**config.mk**
```make
export PLATFORM = sky130hd
export DESIGN_NAME = adc_stream_packer
export DESIGN_NICKNAME = d
export VERILOG_FILES = /design/src/rtl/adc_stream_pkg.sv /design/src/rtl/adc_beat_serializer.sv /design/src/rtl/adc_stream_packer.sv
export SDC_FILE = /design/constraint.sdc
export NUM_CORES = 1
export LEC_CHECK = 0
export ABC_CLOCK_PERIOD_IN_PS = 4900
export BUFFER_PORTS_ARGS = -buffer_cell sky130_fd_sc_hd__buf_2
export CAP_MARGIN = 20
export CORE_MARGIN = 2
export CORE_UTILIZATION = 49
export DETAILED_ROUTE_END_ITERATION = 10
export PLACE_DENSITY = 0.69
export SKIP_LAST_GASP = 1
export SYNTH_ARGS = -nofsm -noshare
export SYNTH_HDL_FRONTEND = slang
export SYNTH_SLANG_ARGS = --single-unit
```
**constraint.sdc**
```tcl
create_clock -name adc_clk -period 4.9 [get_ports adc_clk]
set_input_delay 0.245 -clock adc_clk [delete_from_list [all_inputs] [get_ports adc_clk]]
set_output_delay 0.245 -clock adc_clk [all_outputs]
set_load 0.02 [all_outputs]
```
**src/rtl/adc_stream_pkg.sv**
```systemverilog
// Shared types and helpers for the ADC stream packer.
package adc_stream_pkg;

  localparam int DEF_NCH      = 4;
  localparam int DEF_SW       = 16;
  localparam int DEF_OW       = 8;
  localparam int BEATS_PER_CH = DEF_SW / DEF_OW;

  typedef enum logic [1:0] {
    IDLE       = 2'd0,
    RUN        = 2'd1,
    ABORT_WAIT = 2'd2
  } state_e;

  // Number of set bits in a channel mask (up to 8 channels).
  function automatic int unsigned popcount(input logic [7:0] v);
    int unsigned n;
    n = 0;
    for (int i = 0; i < 8; i++) begin
      n += {31'd0, v[i]};
    end
    return n;
  endfunction

endpackage

```
**src/rtl/adc_beat_serializer.sv**
```systemverilog
// Packs the enabled channels of one sample MSB-aligned and shifts them out
// one OW-bit beat per valid/ready handshake.
module adc_beat_serializer
  import adc_stream_pkg::*;
#(
  parameter int NCH = DEF_NCH,
  parameter int SW  = DEF_SW,
  parameter int OW  = DEF_OW
) (
  input  logic              adc_clk,
  input  logic              adc_rst_n,
  input  logic              load,
  input  logic [NCH*SW-1:0] load_data,
  input  logic [NCH-1:0]    load_mask,
  input  logic              load_last,
  input  logic              force_last,
  input  logic              out_ready,
  output logic [OW-1:0]     out_data,
  output logic              out_valid,
  output logic              out_last,
  output logic              final_hs
);

  localparam int BPC   = SW / OW;
  localparam int TOT   = NCH * BPC;
  localparam int CNT_W = $clog2(TOT + 1);

  logic [NCH*SW-1:0] sh_d, sh_q;
  logic [CNT_W-1:0]  cnt_d, cnt_q;
  logic              valid_d, valid_q;
  logic              last_d, last_q;
  logic [NCH*SW-1:0] pack_word;
  logic [CNT_W-1:0]  beats_total;
  logic              hs;
  int                pos;

  // Compact enabled channels, ch1 first, into the top of the shift word.
  always_comb begin
    pack_word = '0;
    pos       = 0;
    for (int i = 0; i < NCH; i++) begin
      if (load_mask[i]) begin
        pack_word[NCH*SW-1-pos*SW -: SW] = load_data[(NCH-i)*SW-1 -: SW];
        pos++;
      end
    end
    beats_total = CNT_W'(popcount(8'(load_mask)) * BPC);
  end

  assign hs        = valid_q && out_ready;
  assign final_hs  = hs && (cnt_q == CNT_W'(1));
  assign out_data  = sh_q[NCH*SW-1 -: OW];
  assign out_valid = valid_q;
  assign out_last  = valid_q && last_q && (cnt_q == CNT_W'(1));

  // Load a new sample, or advance one beat on each handshake.
  always_comb begin
    sh_d    = sh_q;
    cnt_d   = cnt_q;
    valid_d = valid_q;
    last_d  = last_q;
    if (load) begin
      sh_d    = pack_word;
      cnt_d   = beats_total;
      valid_d = 1'b1;
      last_d  = load_last;
    end else begin
      if (force_last && valid_q) begin
        last_d = 1'b1;
      end
      if (hs) begin
        sh_d  = sh_q << OW;
        cnt_d = cnt_q - CNT_W'(1);
        if (cnt_q == CNT_W'(1)) begin
          valid_d = 1'b0;
          last_d  = 1'b0;
        end
      end
    end
  end

  // Serialiser state registers.
  always_ff @(posedge adc_clk or negedge adc_rst_n) begin
    if (!adc_rst_n) begin
      sh_q    <= '0;
      cnt_q   <= '0;
      valid_q <= 1'b0;
      last_q  <= 1'b0;
    end else begin
      sh_q    <= sh_d;
      cnt_q   <= cnt_d;
      valid_q <= valid_d;
      last_q  <= last_d;
    end
  end

endmodule

```
**src/rtl/adc_stream_packer.sv**
```systemverilog
// Packet controller between the ADC front end and the DMA FIFO write side:
// decimation, sample counting, abort handling and status.
module adc_stream_packer
  import adc_stream_pkg::*;
#(
  parameter int NCH   = DEF_NCH,
  parameter int SW    = DEF_SW,
  parameter int OW    = DEF_OW,
  parameter int LEN_W = 32,
  parameter int DEC_W = 16
) (
  input  logic              adc_clk,
  input  logic              adc_rst_n,
  input  logic              sample_start,
  input  logic              sample_abort,
  input  logic [LEN_W-1:0]  sample_len,
  input  logic [NCH-1:0]    ch_mask,
  input  logic [DEC_W-1:0]  decim,
  input  logic              in_valid,
  input  logic [NCH*SW-1:0] in_data,
  output logic [OW-1:0]     out_data,
  output logic              out_valid,
  output logic              out_last,
  input  logic              out_ready,
  output logic              busy,
  output logic              done,
  output logic              overflow
);

  if (SW % OW != 0) begin : g_bad_width
    $error("SW must be a multiple of OW");
  end
  if (NCH < 1 || NCH > 8) begin : g_bad_nch
    $error("NCH must be in 1..8");
  end

  state_e             state_d, state_q;
  logic [LEN_W-1:0]   len_d, len_q, scnt_d, scnt_q;
  logic [NCH-1:0]     mask_d, mask_q;
  logic [DEC_W-1:0]   dec_d, dec_q, dcnt_d, dcnt_q;
  logic               overflow_d, overflow_q;
  logic               done_d, done_q;
  logic               ser_load, ser_load_last, ser_force_last, ser_final_hs;
  logic               kept, can_load, pkt_end;

  assign kept     = in_valid && (dcnt_q == '0);
  assign can_load = !out_valid || ser_final_hs;
  assign pkt_end  = ser_final_hs && out_last;
  assign busy     = (state_q != IDLE);
  assign done     = done_q;
  assign overflow = overflow_q;

  // Next-state, decimation, capture and status decisions.
  always_comb begin
    state_d        = state_q;
    len_d          = len_q;
    mask_d         = mask_q;
    dec_d          = dec_q;
    dcnt_d         = dcnt_q;
    scnt_d         = scnt_q;
    overflow_d     = overflow_q;
    done_d         = 1'b0;
    ser_load       = 1'b0;
    ser_load_last  = 1'b0;
    ser_force_last = 1'b0;
    if (state_q != IDLE && in_valid) begin
      dcnt_d = (dcnt_q == dec_q) ? '0 : dcnt_q + DEC_W'(1);
    end
    case (state_q)
      IDLE: begin
        if (!sample_abort && sample_start) begin
          overflow_d = 1'b0;
          if (sample_len == '0 || ch_mask == '0) begin
            done_d = 1'b1;
          end else begin
            state_d = RUN;
            len_d   = sample_len;
            mask_d  = ch_mask;
            dec_d   = decim;
            dcnt_d  = '0;
            scnt_d  = '0;
          end
        end
      end
      RUN: begin
        if (pkt_end) begin
          state_d = IDLE;
          done_d  = 1'b1;
        end else if (sample_abort) begin
          if (out_valid && !ser_final_hs) begin
            ser_force_last = 1'b1;
            state_d        = ABORT_WAIT;
          end else if (scnt_q == '0) begin
            state_d = IDLE;
            done_d  = 1'b1;
          end else begin
            ser_load      = kept;
            ser_load_last = 1'b1;
            state_d       = ABORT_WAIT;
          end
        end else if (kept && scnt_q != len_q) begin
          if (can_load) begin
            ser_load      = 1'b1;
            ser_load_last = (scnt_q + LEN_W'(1) == len_q);
            scnt_d        = scnt_q + LEN_W'(1);
          end else begin
            overflow_d = 1'b1;
          end
        end
      end
      ABORT_WAIT: begin
        if (pkt_end) begin
          state_d = IDLE;
          done_d  = 1'b1;
        end else if (kept && can_load) begin
          ser_load      = 1'b1;
          ser_load_last = 1'b1;
        end
      end
      default: state_d = IDLE;
    endcase
  end

  // Controller registers.
  always_ff @(posedge adc_clk or negedge adc_rst_n) begin
    if (!adc_rst_n) begin
      state_q    <= IDLE;
      len_q      <= '0;
      mask_q     <= '0;
      dec_q      <= '0;
      dcnt_q     <= '0;
      scnt_q     <= '0;
      overflow_q <= 1'b0;
      done_q     <= 1'b0;
    end else begin
      state_q    <= state_d;
      len_q      <= len_d;
      mask_q     <= mask_d;
      dec_q      <= dec_d;
      dcnt_q     <= dcnt_d;
      scnt_q     <= scnt_d;
      overflow_q <= overflow_d;
      done_q     <= done_d;
    end
  end

  adc_beat_serializer #(
    .NCH (NCH),
    .SW  (SW),
    .OW  (OW)
  ) u_ser (
    .adc_clk    (adc_clk),
    .adc_rst_n  (adc_rst_n),
    .load       (ser_load),
    .load_data  (in_data),
    .load_mask  (mask_q),
    .load_last  (ser_load_last),
    .force_last (ser_force_last),
    .out_ready  (out_ready),
    .out_data   (out_data),
    .out_valid  (out_valid),
    .out_last   (out_last),
    .final_hs   (ser_final_hs)
  );

endmodule

```
==> After elaboration in Yosys (flattened, before gate mapping) <==
Index checks and enable logic that the tools add are counted.
Widths: inputs -> output; s select.
{ "totals": {"ff_bits": 174, "latchBits": 0, "ram_bits": 0, "rom_bits": 0, "inputBits": 122, "wordCells": 154, "n_memories": 0} }
{ "op_classes": {"n_addsub": 14, "multipliers": 0, "n_div": 0, "n_lt_le_gt_ge": 0, "eq_ne": 15, "shift": 6, "mux": 75, "bitwise_logic": 1, "reduce_logical": 31} }
{ "ops": {"columns": ["operator", "count"], "rows": [
  ["$mux 64", 5],
  ["$shift 16x33->79 const A", 3],
  ["$shiftx 16x33->79", 3],
  ["$bwmux 64", 3],
  ["$mux 32", 6],
  ["$neg 32->33", 3],
  ["$mux 16", 6],
  ["$logic_not 32->1", 2],
  ["$pmux 32 s2", 1],
  ["$sub 7x32->32 const A", 2],
  ["$mux 1", 38],
  ["$add 32x1->32 const B", 1],
  ["$eq 32x32->1", 1],
  ["$ne 32x32->1", 1],
  ["$add 28x2->28 const B", 1],
  ["$mux 28", 1],
  ["$add 16x1->16 const B", 1],
  ["$eq 16x16->1", 1],
  ["$logic_not 16->1", 1],
  ["$mux 2", 8],
  ["$ne 2x2->1 const B", 8],
  ["$logic_and 1x1->1", 12],
  ["$mux 4", 2],
  ["$reduce_bool 2->1", 4],
  ["22 further kinds", 28]
]} }

==> Logic depth before layout (Yosys ltp) <==
Gate-level depths: netlist of the first run.
{ "depth": {"word_depth": 13, "mapped_depth": 14, "mapped_depth_nobuf": 9} }

==> Modules after synthesis <==
From an unflattened synthesis of the first run, not the netlist that was laid out.
{ "unflattened": {"cells_unflattened": 1216, "hier_area_um2": 11577.4} }
{ "modules_own_cells": {"columns": ["module", "n_inst", "cells_per_inst", "area_per_inst_um2", "seq_area_each_um2"], "rows": [
  ["adc_stream_packer", 1, 668, 6397.4, 2602.5],
  ["adc_beat_serializer", 1, 548, 5180.0, 1751.7]
]} }

==> Worst setup path after synthesis of the first run <==
Ideal clock, no wire load.
{ "synth_path": {"path_type": "register to register", "from": "reg mask_q[1]", "to": "reg u_ser.sh_q[52]", "setup_time_ps": 82, "arrival_ps": 2919, "required_time_ps": 4818, "setup_slack_ps": 1899, "path_stages_with_launch": 13, "period_less_slack_ps": 3001, "path_cell_list": "dfrtp_1 clkbuf_1 clkbuf_1 clkbuf_1 inv_1 ha_1 clkbuf_1 nor3_1 clkbuf_1 a221oi_1 a21oi_1 nor2_1 a31oi_1"} }
{ "synth_via": {"elab_chain_cells": 9} }
{ "synth_rtl": {"columns": ["item", "line_no", "text"], "rows": [
  ["start: declaration", "adc_stream_packer.sv:39", "logic [NCH-1:0] mask_d, mask_q;"],
  ["start signal: assignment", "adc_stream_packer.sv:138", "mask_q <= mask_d;"],
  ["$mux 2", "adc_beat_serializer.sv:42", "if (load_mask[i]) begin"],
  ["$add 28x2->28 / $sub 7x32->32 (equally long branches)", "adc_beat_serializer.sv:44, adc_beat_serializer.sv:43", null],
  ["$mux 28 / $neg 32->33 (equally long branches)", "adc_beat_serializer.sv:42, adc_beat_serializer.sv:43", null],
  ["$sub 7x32->32 (tied with other cells)", "adc_beat_serializer.sv:43", "pack_word[NCH*SW-1-pos*SW -: SW] = load_data[(NCH-i)*SW-1 -: SW];"],
  ["$neg 32->33 / $bwmux 64 (equally long branches)", "adc_beat_serializer.sv:43", null],
  ["$shiftx 16x33->79 (tied with other cells)", "adc_beat_serializer.sv:43", null],
  ["$bwmux 64", "adc_beat_serializer.sv:43", null],
  ["$mux 64 (*)", "adc_beat_serializer.sv:42", null],
  ["$mux 64 (*)", "adc_beat_serializer.sv:62", "if (load) begin"],
  ["end signal: assignment", "adc_beat_serializer.sv:85", "sh_q <= '0;"],
  ["end signal: assignment", "adc_beat_serializer.sv:90", "sh_q <= sh_d;"],
  ["end: declaration", "adc_beat_serializer.sv:28", "logic [NCH*SW-1:0] sh_d, sh_q;"]
]} }
Every way passes the cells marked *; elsewhere a longest branch is shown, timed or not.
A chain may end at the register's enable or synchronous reset.

==> Final worst setup path of the first run <==
{ "layout_path": {"from": "reg scnt_q[12]", "to": "reg u_ser.sh_q[57]"} }
{ "layout_via": {"elab_chain_cells": 7} }
{ "layout_rtl": {"columns": ["item", "line_no", "text"], "rows": [
  ["start: declaration", "adc_stream_packer.sv:38", "logic [LEN_W-1:0] len_d, len_q, scnt_d, scnt_q;"],
  ["start signal: assignment", "adc_stream_packer.sv:141", "scnt_q <= scnt_d;"],
  ["$ne 32x32->1 / $logic_not 32->1 (equally long branches)", "adc_stream_packer.sv:101, adc_stream_packer.sv:93", null],
  ["$logic_and 1x1->1 / $mux 1 (equally long branches)", "adc_stream_packer.sv:101, adc_stream_packer.sv:93", null],
  ["$mux 1 (on tied branches)", "adc_stream_packer.sv:101, adc_stream_packer.sv:90", null],
  ["$mux 1 (*)", "adc_stream_packer.sv:89", "end else if (sample_abort) begin"],
  ["$mux 1 (*)", "adc_stream_packer.sv:86", "if (pkt_end) begin"],
  ["$pmux 1 s2 (*)", "adc_stream_packer.sv:69", "case (state_q)"],
  ["$mux 64 / $reduce_bool 2->1 (equally long branches)", null, null]
]} }
Marked as above.

==> results.yml, run 1 <==
route:
  wl_per_cell_um: 19.6
  wl_met2_mm: 14.4
  drc: 0
  wl_mm: 31.3
  num_vias: 9938
  drt_iter0_markers: 1031
  top_layer: "met4"
  ant_nets: 0
  route.met3.wl_mm: 2.26
  wl_met1_mm: 13.5
  vias_per_cell: 6.21
  first_pass_iters: 6
yosys:
  synth_area_leaders: "dfrtp_1 (40%), nand2_1 (7.3%), mux2_2 (5.6%)"
  yosysSeqAreaShare_pct: 39.9
  syn_avg_cell_area_um2: 8.76
  synth.top_cells.by_count: "nand2_1 (211), dfrtp_1 (174), clkbuf_1 (68)"
  synthCells: 1246
  synth-main-ff-cell: "dfrtp_1"
  synth_area_leader_cell: "dfrtp_1"
  synth_cell_types: 72
  synth_nets: 1384
  synth-async-reset-ratio_pct: 100
  synth.top_cell.area_share_pct: 39.9
  synth-seq-cells: 174
  synth_edf_count: 0
  synth.most_common_cell: "nand2_1"
  synth_area_um2: 10900
  yosysWarningCount: 0
power:
  power_mw: 6.50
  power_density_nw_per_um2: 534
  p_leak_nw: 5.31
  peakVddDrop_v: 0.000282
worst_setup_path:
  crit_family: "compound AO/OA/AOI/OAI gates"
  crit_path_max_fanout: 102
  required_ps: 5260
  path_buf_inv: 1
  setup.worst_path.start_class: "flip-flop"
  ff2ff_path_depth: 8
  endpoint_kind: "flip-flop"
  worstSetupPathType: "reg -> reg"
  cp.arrival_ps: 3940
  max_stage_delay_ps: 760
  cp.depth: 8
  cp_cell_sequence: "xor2_1, or4_1, or4_4, o311ai_2, a21o_4, buf_4, a311oi_1, a31oi_1"
  crit_slowest_cell: "a21o_4"
floorplanning:
  ioPinCount: 135
  rows: 54
  placeableCoreArea_um2: 21800
  die_area_um2: 23500
  fp.dieH_um: 153
  start_util_pct: 50.0
  die_w_um: 153
job:
  maxCapViolations: 0
cells_and_area:
  stdcell_count: 1601
  layout-drive-gt1-share_pct: 19.4
  stdcell_area_um2: 12200
  fin_nets: 1445
  areaGrowthSynthToFinish_pct: 11.5
  fin_util_pct: 55.8
  fill_cells: 2013
  seq_area_um2: 4350
  multi_input_area_um2: 5950
timing:
  fin_skew_ps: 10.6
  timing.setup.tns_ps: 0
  finalSetupViolCount: 0
  slew_violations: 0
  final.setup.worst_slack_ps: 1320
  rsz0062_at_grt: "false"
  fin_crit_sh_pct: 73.1
  slew_headroom_pct: 36.6
  holdWs_ps: 29.7
  min_period_ps: 3580
  max_freq_ghz: 0.279
  timing.final.hold_violations: 0
  worst_slew_pin_slew_ps: 951
grt:
  grt_max_degree: 103
  grt_pass1_vias: 9113
  grt_pass1_wl_mm: 49.5
  grt.total_usage_pct: 26.2
  overflow: 0
  antenna_found_initial: 1
clocking:
  cts_tree: "done"
  htreeDepth: 4
  clock_latency_ps: 440
  cts.clk_slew.worst_paths_ps: 70
  post_cts_resized: 0
  root_buffer: "clkbuf_16"
  cts_buffers: 17
  cts.path.max_buffers: 2
  clock_sinks: 174
placement:
  port_buffers: 134
  dp_hpwl_mm: 21.9
  dp_slack_ps: 1380
  placed_cells: 1563
  gp_congestion: 0.945
  placed_area_um2: 11500
worst_hold_path:
  hp-class: "in -> reg"
  min_delay_path_depth: 2
run_status:
  outcome: "complete, no violations"
[worst register-to-register path: stages (launching register included)]
cell	delay [ps]
dfrtp_1	490
xor2_1	210
or4_1	520
or4_4	520
o311ai_2	300
a21o_4	760
buf_4	430
a311oi_1	90
a31oi_1	180
[registers in the layout, indices dropped and copies added (netlist names)]
signal and flops:
state_q 2, dec_q 16, u_ser.sh_q 64, u_ser.out_valid 1, done 1, u_ser.cnt_q 4, dcnt_q 16, overflow 1
len_q 32, mask_q 4, scnt_q 32, u_ser.last_q 1
[metal layers]
layer	track usage [%]	up-vias
met1	36.2	4786
met3	4.88	81
met5	0	-
met2	40.4	410
met4	11.1	0
li1	-	4661
[timing repair]
item / 4_1_cts / 5_1_grt
hold endpoints to repair: 68 / 0
setup buffers: 0 / 0
hold buffers: 1 / 0
[cell families after synthesis]
group | share of synthesized area (%)
xor+xnor | 6.42
mux | 6.12
buf+inv | 5.67
simple gates | 21.6
flops | 39.9
fa+ha+maj | 1.90
compound gates | 18.4
[power breakdown]
group	internal (mW)	switching [mW]	leakage (nW)
Sequential	1.90	0.412	2.24
Combinational	1.18	1.68	2.79
Clock	0.697	0.637	0.274
[path summary, 6_finish.rpt]
check                                     startpoint                          to  slack (ps)
setup reg to reg              scnt_q[12]$_DFFE_PN0P_  u_ser.sh_q[57]$_DFFE_PN0P_        1320
hold reg to reg            u_ser.sh_q[0]$_DFFE_PN0P_   u_ser.sh_q[0]$_DFFE_PN0P_         500
setup / recovery              scnt_q[12]$_DFFE_PN0P_  u_ser.sh_q[57]$_DFFE_PN0P_        1320
min in group asynchronous                  adc_rst_n        dec_q[3]$_DFFE_PN0P_         380
hold / removal                              decim[4]        dec_q[4]$_DFFE_PN0P_          30
max in group asynchronous                  adc_rst_n  u_ser.cnt_q[0]$_DFFE_PN0P_        3320
[area by class of cell]
cell class,count,share of cell area [%]
Clock buffer,19,3.72
Tap cell,280,2.88
Antenna cell,1,0.0206
Multi-Input combinational cell,940,48.9
Clock inverter,13,1.01
Timing Repair Buffer,154,7.04
Sequential cell,174,35.8
Inverter,20,0.617
[placed cells by master (no fill, tap or decap), types with 26 or more instances in the layout]
cell type	netlist	final
dfrtp_1	174	174
mux2_2	54	54
xor2_1	49	49
buf_2	17	133
nand3_1	41	41
nor4_1	32	32
a31oi_1	49	49
a221oi_1	27	27
o21ai_0	57	57
nor2_1	65	65
a21oi_1	48	48
xnor2_1	31	31
nand2_1	211	210
and3_1	26	26
Note: power is estimated with default switching activity, not from simulation.
==> inputs of run 2 (changes only) <==
- ABC_CLOCK_PERIOD_IN_PS: 4900 -> 3200
- PLACE_DENSITY: 0.69 -> 0.72
- clock period: 4.9 -> 3.2 ns (I/O delays scaled with it)
==> results.yml, run 2 (synthesized netlist as in run 1, its figures left out) <==
run_status:
  outcome: "complete, no violations"
clocking:
  cts.clk_slew.worst_paths_ps: 70
  cts_buffers: 17
  post_cts_resized: 0
  cts_tree: "done"
  root_buffer: "clkbuf_16"
  clock_latency_ps: 440
  htreeDepth: 4
  clock_sinks: 174
  cts.path.max_buffers: 2
route:
  wl_per_cell_um: 19.4
  num_vias: 10383
  vias_per_cell: 6.17
  drt_iter0_markers: 1151
  ant_nets: 0
  first_pass_iters: 6
  drc: 0
  wl_mm: 32.6
worst_setup_path:
  r2r_slack_ps: 210
  max_stage_delay_ps: 530
  crit_slowest_cell: "or4_1"
  setup.worst_path.start_class: "flip-flop"
  endpoint: "scnt_q[30]$_DFFE_PN0P_"
  worstSetupPathType: "reg -> reg"
  required_ps: 3530
  ff2ff_path_depth: 8
  cp.depth: 8
  crit_start: "scnt_q[10]$_DFFE_PN0P_"
  crit_path_max_fanout: 13
  r2r_end: "scnt_q[30]$_DFFE_PN0P_"
  crit_family: "simple AND/OR/NAND/NOR gates"
  path_buf_inv: 1
  cp_cell_sequence: "xor2_1, or4_1, or4_4, o211ai_1, buf_4, or2_2, o21bai_1, a22o_1"
  timing.rr.start: "scnt_q[10]$_DFFE_PN0P_"
  endpoint_kind: "flip-flop"
  cp.arrival_ps: 3320
power:
  switching_power_mw: 4.15
  power_frac_comb_pct: 43.8
  internal_power_mw: 6.01
  pwr-share-seq_pct: 34.9
  power_density_nw_per_um2: 783
  p_leak_nw: 5.71
  clkPwrFrac_pct: 21.2
  power_switching_share_pct: 40.9
  peakVddDrop_v: 0.000380
timing:
  timing.final.hold_violations: 0
  fin_crit_sh_pct: 93.5
  rsz0062_at_grt: "false"
  fin_skew_ps: 11.6
  finalSetupViolCount: 0
  worst_slew_pin_slew_ps: 898
  slew_headroom_pct: 39.6
  holdWs_ps: 67.3
  min_period_ps: 2990
  slew_violations: 0
  max_freq_ghz: 0.334
  timing.setup.tns_ps: 0
grt:
  grt.total_usage_pct: 27.6
  grt_max_degree: 91
  grt_pass1_vias: 9691
  grt_pass1_wl_mm: 52.0
  antenna_found_initial: 0
  overflow: 0
cells_and_area:
  reg.largest.list: "u_ser.sh_q (64), len_q (32), scnt_q (32)"
  final_common_cell: "nand2_1"
  areaGrowthSynthToFinish_pct: 18.9
  multi_input_area_um2: 5950
  top_register: "u_ser.sh_q"
  seq_area_um2: 4350
  fill_cells: 1949
  insertedDiodeCount: 0
  layout-drive-gt1-share_pct: 20.3
  layout_common_cells: "nand2_1 (210), dfrtp_1 (174), buf_2 (133)"
  fin_nets: 1528
  largest_register_ffs: 64
floorplanning:
  start_util_pct: 50.0
  ioPinCount: 135
  rows: 54
  die_w_um: 153
  placeableCoreArea_um2: 21800
  die_area_um2: 23500
  fp.dieH_um: 153
job:
  maxCapViolations: 0
worst_hold_path:
  hp-class: "in -> reg"
placement:
  dp_hpwl_mm: 22.5
  gp_congestion: 0.990
  port_buffers: 134
run 2: area by class of cell:
| cell class | instances | area share (%) |
|---|---|---|
| repair buffers | 237 | 12.6 |
| multi-input cells | 940 | 45.9 |
| well taps | 280 | 2.70 |
| inverters | 20 | 0.579 |
| flip-flops and latches | 174 | 33.6 |
| clock inverters | 13 | 1.27 |
| clock buffers | 19 | 3.34 |
run 2: power groups by stage:
| stage | Sequential (mW) | Clock (mW) | Combinational [mW] |
|---|---|---|---|
| finish | 3.55 | 2.16 | 4.45 |
| floorplan | 3.38 | 0 | 3.26 |
| detailed placement | 3.57 | 0 | 4.32 |
| global placement | 3.55 | 0 | 4.25 |
| global route | 3.63 | 2.28 | 4.90 |
| CTS | 3.54 | 2.19 | 4.40 |
run 2: how the worst min path moves through the flow:
stage | start | to | slack, ps | cells past startpoint
after global placement | adc_rst_n | dec_q[3]$_DFFE_PN0P_ | 300 | 1
after detailed placement | adc_rst_n | dec_q[3]$_DFFE_PN0P_ | 310 | 1
after floorplan | adc_rst_n | dcnt_q[0]$_DFF_PN0_ | -140 | 0
after CTS | in_data[3] | u_ser.sh_q[3]$_DFFE_PN0P_ | 50 | 3
final | in_data[3] | u_ser.sh_q[3]$_DFFE_PN0P_ | 70 | 3
after global routing | in_data[3] | u_ser.sh_q[3]$_DFFE_PN0P_ | 70 | 3
run 2: routing by layer:
metal / GRT usage (%) / share of wire (%)
met1: 38.1 / 42
met2: 44.6 / 48
met3: 4.73 / 7.5
met4: 8.20 / 2.3
met5: 0 / 0
run 2: what timing repair did:
item / in CTS / in global routing
buffers inserted: 0 / 0
hold buffers: 53 / 0
hold endpoints to repair: 140 / 0
run 2: per-stage QoR:
step / cells / util, % / power (mW) / worst slack [ps] / cell area (um^2)
global route: 1683 / 59.4 / 10.8 / 77.4 / 13000
global placement: 1597 / 54.2 / 7.80 / 273 / 11800
CTS: 1682 / 59.4 / 10.1 / 142 / 13000
floorplan: 1246 / - / 6.65 / 199 / 10900
detailed placement: 1597 / 54.2 / 7.90 / 167 / 11800
finish: 1683 / 59.4 / 10.2 / 209 / 13000
run 2: worst register-to-register path: stages, from the launching register on:
cell and delay (ps):
dfrtp_1 440, xor2_1 190, or4_1 530, or4_4 520
o211ai_1 260, buf_4 230, or2_2 340, o21bai_1 130
a22o_1 240
